[src/rtl/pick_pkg.sv]
// Shared encodings for the pick dir command bus, used by the encoder and the mover.
package pick_pkg;

  typedef enum logic [2:0] {
    DIR_STOP      = 3'b000,
    DIR_UP_SLOW   = 3'b001,
    DIR_DOWN_SLOW = 3'b010,
    DIR_DOWN_FAST = 3'b011,
    DIR_UP_FAST   = 3'b100
  } dir_t;

  typedef enum logic [1:0] {
    CLS_NONE = 2'd0,
    CLS_UP   = 2'd1,
    CLS_DOWN = 2'd2
  } key_class_t;

  typedef enum logic [2:0] {
    ST_IDLE,
    ST_SLOW_UP,
    ST_FAST_UP,
    ST_SLOW_DOWN,
    ST_FAST_DOWN
  } pick_state_t;

  localparam logic [7:0] DEFAULT_KEY_UP       = 8'h1A;
  localparam logic [7:0] DEFAULT_KEY_DOWN     = 8'h16;
  localparam logic [7:0] DEFAULT_KEY_UP_ALT   = 8'h52;
  localparam logic [7:0] DEFAULT_KEY_DOWN_ALT = 8'h51;

  function automatic dir_t state_dir(input pick_state_t s);
    case (s)
      ST_SLOW_UP:   return DIR_UP_SLOW;
      ST_FAST_UP:   return DIR_UP_FAST;
      ST_SLOW_DOWN: return DIR_DOWN_SLOW;
      ST_FAST_DOWN: return DIR_DOWN_FAST;
      default:      return DIR_STOP;
    endcase
  endfunction

endpackage

[src/rtl/key_class_debounce.sv]
// Classifies the HID keycode into NONE/UP/DOWN and only accepts a new class after
// DEBOUNCE_FRAMES consecutive identical samples.
module key_class_debounce
  import pick_pkg::*;
#(
  parameter logic [7:0] KEY_UP          = DEFAULT_KEY_UP,
  parameter logic [7:0] KEY_DOWN        = DEFAULT_KEY_DOWN,
  parameter logic [7:0] KEY_UP_ALT      = DEFAULT_KEY_UP_ALT,
  parameter logic [7:0] KEY_DOWN_ALT    = DEFAULT_KEY_DOWN_ALT,
  parameter int         DEBOUNCE_FRAMES = 2
) (
  input  logic       frame_clk,
  input  logic       Reset,
  input  logic [7:0] keycode,
  output key_class_t accepted
);

  localparam logic [3:0] DEB = 4'(DEBOUNCE_FRAMES);

  key_class_t sample_class;
  key_class_t cand_reg, cand_next;
  key_class_t acc_reg;
  logic [3:0] stab_reg, stab_next;

  always_comb begin
    if (keycode == KEY_UP || keycode == KEY_UP_ALT)
      sample_class = CLS_UP;
    else if (keycode == KEY_DOWN || keycode == KEY_DOWN_ALT)
      sample_class = CLS_DOWN;
    else
      sample_class = CLS_NONE;
  end

  // accepted reflects the post-edge view so the FSM reacts on the accepting edge itself
  always_comb begin
    cand_next = cand_reg;
    stab_next = stab_reg;
    if (sample_class != cand_reg) begin
      cand_next = sample_class;
      stab_next = 4'd1;
    end else if (stab_reg < DEB) begin
      stab_next = stab_reg + 4'd1;
    end
    accepted = (stab_next == DEB) ? cand_next : acc_reg;
  end

  always_ff @(posedge frame_clk or posedge Reset) begin
    if (Reset) begin
      cand_reg <= CLS_NONE;
      stab_reg <= DEB;
      acc_reg  <= CLS_NONE;
    end else begin
      cand_reg <= cand_next;
      stab_reg <= stab_next;
      acc_reg  <= accepted;
    end
  end

endmodule

[src/rtl/pick_dir_encoder.sv]
// Turns the debounced key class into dir motion codes, escalating a held key
// from slow to fast after HOLD_FRAMES.
module pick_dir_encoder
  import pick_pkg::*;
#(
  parameter logic [7:0] KEY_UP          = DEFAULT_KEY_UP,
  parameter logic [7:0] KEY_DOWN        = DEFAULT_KEY_DOWN,
  parameter logic [7:0] KEY_UP_ALT      = DEFAULT_KEY_UP_ALT,
  parameter logic [7:0] KEY_DOWN_ALT    = DEFAULT_KEY_DOWN_ALT,
  parameter int         DEBOUNCE_FRAMES = 2,
  parameter int         HOLD_FRAMES     = 30
) (
  input  logic       frame_clk,
  input  logic       Reset,
  input  logic [7:0] keycode,
  output logic [2:0] dir,
  output logic       fast
);

  localparam logic [7:0] HOLD = 8'(HOLD_FRAMES);

  key_class_t  acc_class;
  pick_state_t state_reg, state_next;
  logic [7:0]  hold_reg, hold_next, hold_inc;
  dir_t        dir_reg;
  logic        fast_reg;

  key_class_debounce #(
    .KEY_UP          (KEY_UP),
    .KEY_DOWN        (KEY_DOWN),
    .KEY_UP_ALT      (KEY_UP_ALT),
    .KEY_DOWN_ALT    (KEY_DOWN_ALT),
    .DEBOUNCE_FRAMES (DEBOUNCE_FRAMES)
  ) u_debounce (
    .frame_clk (frame_clk),
    .Reset     (Reset),
    .keycode   (keycode),
    .accepted  (acc_class)
  );

  // The entry frame counts as the first slow frame, so entry loads 1.
  always_comb begin
    state_next = state_reg;
    hold_next  = hold_reg;
    hold_inc   = hold_reg + 8'd1;
    case (acc_class)
      CLS_UP: begin
        case (state_reg)
          ST_SLOW_UP: begin
            hold_next = hold_inc;
            if (hold_inc >= HOLD) state_next = ST_FAST_UP;
          end
          ST_FAST_UP: begin
          end
          default: begin
            state_next = ST_SLOW_UP;
            hold_next  = 8'd1;
          end
        endcase
      end
      CLS_DOWN: begin
        case (state_reg)
          ST_SLOW_DOWN: begin
            hold_next = hold_inc;
            if (hold_inc >= HOLD) state_next = ST_FAST_DOWN;
          end
          ST_FAST_DOWN: begin
          end
          default: begin
            state_next = ST_SLOW_DOWN;
            hold_next  = 8'd1;
          end
        endcase
      end
      default: state_next = ST_IDLE;
    endcase
  end

  always_ff @(posedge frame_clk or posedge Reset) begin
    if (Reset) begin
      state_reg <= ST_IDLE;
      hold_reg  <= 8'd0;
      dir_reg   <= DIR_STOP;
      fast_reg  <= 1'b0;
    end else begin
      state_reg <= state_next;
      hold_reg  <= hold_next;
      dir_reg   <= state_dir(state_next);
      fast_reg  <= (state_next == ST_FAST_UP) || (state_next == ST_FAST_DOWN);
    end
  end

  assign dir  = dir_reg;
  assign fast = fast_reg;

endmodule

[config.mk]
export PLATFORM = sky130hd
export DESIGN_NAME = pick_dir_encoder
export DESIGN_NICKNAME = d
export VERILOG_FILES = /design/src/rtl/pick_pkg.sv /design/src/rtl/key_class_debounce.sv /design/src/rtl/pick_dir_encoder.sv
export SDC_FILE = /design/constraint.sdc
export NUM_CORES = 1
export LEC_CHECK = 0
export CAP_MARGIN = 0
export CORE_AREA = 2 2 54 68
export CTS_CLUSTER_DIAMETER = 50
export DETAILED_ROUTE_END_ITERATION = 16
export DIE_AREA = 0 0 56 70
export GPL_ROUTABILITY_DRIVEN = 0
export PLACE_DENSITY = 0.68
export SYNTH_ARGS = -nofsm -noshare
export SYNTH_HDL_FRONTEND = slang
export SYNTH_SLANG_ARGS = --single-unit
[constraint.sdc]
create_clock -name frame_clk -period 2.75 [get_ports frame_clk]
set_input_delay 0.55 -clock frame_clk [delete_from_list [all_inputs] [get_ports frame_clk]]
set_output_delay 0.55 -clock frame_clk [all_outputs]
set_load 0.02 [all_outputs]
==> impl_table.tex <==
\begin{tabular}{lr}
\hline
Metric & Value \\
\hline
\multicolumn{2}{l}{\textbf{STA}} \\
Clock Skews & 0.00202 ns \\
Final setup violating endpoints & 12 \\
Slew Limit Headroom & 39.6\% \\
Time the final worst path needs with I/O delays and setup & 2.98 ns \\
Setup repair after global routing missed its margin & true \\
Setup slack of the critical path after layout & -0.233 ns \\
Achievable frequency & 0.335 GHz \\
Number of hold-slack violations in the final timing report & 0 \\
Post-route clock period utilization & 108\% \\
Accumulated negative setup slack & -1.98 ns \\
Worst hold-check slack & 0.534 ns \\
Slew Limit Fails & 0 \\
Measured slew at the worst slew-check pin & 0.905 ns \\
\multicolumn{2}{l}{\textbf{Critical path}} \\
Biggest fanout along the worst timing path & 8 \\
Worst setup path class & primary input to flip-flop \\
Worst path arrival time & 3.13 ns \\
Required time reported for the critical path endpoint & 2.90 ns \\
Type of destination of the critical path & flip-flop \\
Type of element launching the critical path & primary input \\
\multicolumn{2}{l}{\textbf{Finish}} \\
Area growth from synthesis to layout & 43.5\% \\
Post-Route Utilization & 60.0\% \\
Antenna cell count & 0 \\
Area of combinational cells with multiple inputs & 1030 um2 \\
Fraction of layout instances using a drive strength above 1 & 34.9\% \\
Layout Nets & 205 \\
Area of all sequential standard cells & 577 um2 \\
Largest register FFs & 8 \\
Number of non-filler instances in the completed layout & 228 \\
Filler cell count in the final layout & 300 \\
\multicolumn{2}{l}{\textbf{Global routing}} \\
Overall global routing resource usage & 18.7\% \\
Met2 track demand over resource in global routing & 33.6\% \\
First-pass GRT wire length & 5840 um \\
Met3 track utilization from global routing & 1.30\% \\
Top Usage Layer GRT & met2 \\
Met1 track demand over resource & 21.8\% \\
Pin count of the biggest net entering global routing & 24 \\
Initial antenna violation count & 0 \\
Leftover overflow at the end of global routing & 0 \\
Via count of the first global-routing pass & 1268 \\
\multicolumn{2}{l}{\textbf{Routing}} \\
Count of TritonRoute iterations in the first routing pass & 4 \\
Via-to-Cell Ratio & 5.62 \\
Drt drc & 0 \\
Detailed-route wire length & 3520 um \\
Via count & 1282 \\
Detailed Route Iter0 Violations & 49 \\
Detailed-route wire length per cell & 15.4 um \\
Remaining antenna violation count & 0 \\
\multicolumn{2}{l}{\textbf{Synthesis}} \\
Prevailing post-synth register cell & sky130\_fd\_sc\_hd\_\_dfrtp\_1 \\
Fraction of the mapped netlist area in compound gates & 18.0\% \\
Share of synthesized flip-flops with an asynchronous set or reset & 100\% \\
XOR/XNOR Fraction of Synth Area & 3.11\% \\
Synthesis-stage register bit count & 23 \\
Average footprint of a synthesized cell & 9.02 um2 \\
Top cells by area, synth & sky130\_fd\_sc\_hd\_\_dfrtp\_1 39\%, sky130\_fd\_sc\_hd\_\_nor2\_1 5.6\%, sky130\_fd\_sc\_hd\_\_o21ai\_0 5.0\% \\
Yosys top cell area share & 39.1\% \\
Post-synthesis net count & 171 \\
Gate Count Post-Synth & 156 \\
Most used standard cells in the synthesized netlist & 22 x sky130\_fd\_sc\_hd\_\_dfrtp\_1, 21 x sky130\_fd\_sc\_hd\_\_nor2\_1, 14 x sky130\_fd\_sc\_hd\_\_o21ai\_0, 13 x sky130\_fd\_sc\_hd\_\_nand2\_1, 9 x sky130\_fd\_sc\_hd\_\_nand2b\_1 \\
Mux cell area share after synthesis & 3.02\% \\
Dominant cell by count in the synthesized netlist & sky130\_fd\_sc\_hd\_\_dfrtp\_1 \\
Sequential element share of the synthesized area & 41.0\% \\
Cell accounting for the most synthesized area & sky130\_fd\_sc\_hd\_\_dfrtp\_1 \\
Main combinational cell family by area after synthesis & simple AND/OR/NAND/NOR gates \\
Combined area of all synthesized cells & 1410 um2 \\
Post-synthesis share of cell area spent on full adders, half adders and majority gates & 4.44\% \\
Number of enable flip-flop cells after synthesis & 0 \\
Ys Warns & 0 \\
Unique cell type count in the Yosys netlist & 43 \\
Synth Area in Simple Gates & 27.5\% \\
\multicolumn{2}{l}{\textbf{Clock network}} \\
Worst-case clock buffer depth & 2 \\
Number of sinks driven by the clock tree & 23 \\
Total number of H-tree levels & 1 \\
TritonCTS buffer count & 3 \\
TritonCTS clock tree & built \\
Hold-fix buffers, CTS & 0 \\
Source-to-sink clock delay at the later pin of the worst-skew pair & 0.26 ns \\
Clock Pin Slew Worst Setup and Hold Paths & 0.08 ns \\
Clock tree root driver cell & sky130\_fd\_sc\_hd\_\_clkbuf\_8 \\
\multicolumn{2}{l}{\textbf{Placed design}} \\
DP Cell Count & 218 \\
Number of port buffers & 13 \\
Detailed Place HPWL & 2350 um \\
\multicolumn{2}{l}{\textbf{Die}} \\
Height of the die & 70 um \\
Initial core utilization & 41.9\% \\
Boundary Pins & 14 \\
Core area & 3360 um2 \\
Die footprint & 3920 um2 \\
Horizontal die dimension & 56 um \\
Site Rows & 24 \\
\multicolumn{2}{l}{\textbf{Power}} \\
Leakage & 0.845 nW \\
Pint & 602 uW \\
Net load switching power & 257 uW \\
Peak supply drop & 0.000348 V \\
Combinational cell fraction of total power & 28.7\% \\
Net switching share of the total power & 29.9\% \\
Total power divided by cell area & 425 nW/um2 \\
Clk pwr share & 24.7\% \\
Total Power & 859 uW \\
Reg power frac & 46.6\% \\
\multicolumn{2}{l}{\textbf{Run}} \\
Number of max-cap violations & 0 \\
\multicolumn{2}{l}{\textbf{Run status}} \\
Status & finished, violations left \\
Violations in the final reports & setup timing \\
\multicolumn{2}{l}{\textbf{Min path}} \\
Min-delay worst type & flip-flop to flip-flop \\
\hline
\end{tabular}
what timing repair did:
action,4_1_cts,5_1_grt
resized for setup,64,2
hold endpoints to repair,0,0
buffers inserted,5,1
setup endpoints to repair,15,14
pin swaps,22,4
power by group through the flow:
stage | clock [mW] | sequential (mW) | combinational (mW)
CTS | 0.221 | 0.400 | 0.246
global placement | 0 | 0.403 | 0.199
detailed placement | 0 | 0.405 | 0.217
floorplan | 0 | 0.405 | 0.128
global route | 0.229 | 0.404 | 0.272
finish | 0.212 | 0.400 | 0.247
cells in the final DEF (no fill, tap or decap), types with 2 or more instances in the layout:
master / count
sky130_fd_sc_hd__nand3_1: 3
sky130_fd_sc_hd__or3_4: 2
sky130_fd_sc_hd__mux2i_2: 2
sky130_fd_sc_hd__buf_8: 2
sky130_fd_sc_hd__clkbuf_8: 3
sky130_fd_sc_hd__o21ai_2: 4
sky130_fd_sc_hd__o31ai_1: 2
sky130_fd_sc_hd__nor4bb_4: 2
sky130_fd_sc_hd__buf_6: 4
sky130_fd_sc_hd__nand2b_1: 9
sky130_fd_sc_hd__nor2_1: 20
sky130_fd_sc_hd__dlygate4sd2_1: 4
sky130_fd_sc_hd__and3_1: 2
sky130_fd_sc_hd__mux2_4: 2
sky130_fd_sc_hd__nor2b_1: 5
sky130_fd_sc_hd__buf_4: 18
sky130_fd_sc_hd__a31oi_1: 2
sky130_fd_sc_hd__xnor2_1: 3
sky130_fd_sc_hd__o21ai_0: 5
sky130_fd_sc_hd__nand2_1: 10
sky130_fd_sc_hd__clkdlybuf4s50_1: 5
sky130_fd_sc_hd__dfrtp_1: 22
sky130_fd_sc_hd__inv_1: 4
sky130_fd_sc_hd__ha_1: 3
sky130_fd_sc_hd__and2_1: 2
sky130_fd_sc_hd__a21oi_1: 5
sky130_fd_sc_hd__o21ai_1: 6
sky130_fd_sc_hd__nand2_4: 2
sky130_fd_sc_hd__ha_4: 2
final timing paths:
kind,startpoint,end,slack (ns),cells after the start
worst max-delay path,keycode[0],hold_reg[6],-0.23,14
worst min-delay path,hold_reg[7],hold_reg[7],0.53,1
worst max register to register,u_debounce.stab_reg[0],hold_reg[6],-0.08,12
worst min register to register,hold_reg[7],hold_reg[7],0.53,1
max in group asynchronous,Reset,state_reg[2],1.42,2
min in group asynchronous,Reset,u_debounce.stab_reg[2],0.78,2
metal layers:
layer / part of all wire (%) / vias up
met5: 0 / -
met4: 3.9 / 0
met3: 1.3 / 10
met2: 56 / 16
met1: 38 / 627
li1: - / 629
stage by stage:
step / instance area [um2] / worst slack [ns]
detailed placement: 1740 / -0.979
finish: 2020 / -0.233
floorplan: 1490 / -0.270
global placement: 1740 / -0.870
global route: 2020 / -0.348
CTS: 2000 / -0.119
cell type report:
cell class | instances | area share (%)
Inverter | 5 | 0.929
Tap cell | 39 | 2.42
Clock buffer | 4 | 2.23
Timing Repair Buffer | 34 | 14.9
Sequential cell | 23 | 28.6
Multi-Input combinational cell | 123 | 51.0
logic make-up after synthesis:
group           after synthesis
xor+xnor                      5
fa+ha+maj                     5
mux                           4
simple gates                 71
buf+inv                      10
flops                        23
compound gates               38
worst max-delay path, cell delays in order:
cell and delay [ns]:
sky130_fd_sc_hd__buf_2 0.13, sky130_fd_sc_hd__nor4bb_4 0.17, sky130_fd_sc_hd__o21bai_4 0.21, sky130_fd_sc_hd__buf_4 0.15, sky130_fd_sc_hd__a21oi_2 0.04, sky130_fd_sc_hd__or3_4 0.34
sky130_fd_sc_hd__a21oi_4 0.26, sky130_fd_sc_hd__mux2_4 0.35, sky130_fd_sc_hd__ha_4 0.19, sky130_fd_sc_hd__buf_6 0.14, sky130_fd_sc_hd__a31oi_4 0.17, sky130_fd_sc_hd__o22ai_4 0.14
sky130_fd_sc_hd__o21ai_2 0.19, sky130_fd_sc_hd__o41ai_4 0.10
Note: power is estimated with default switching activity, not from simulation.
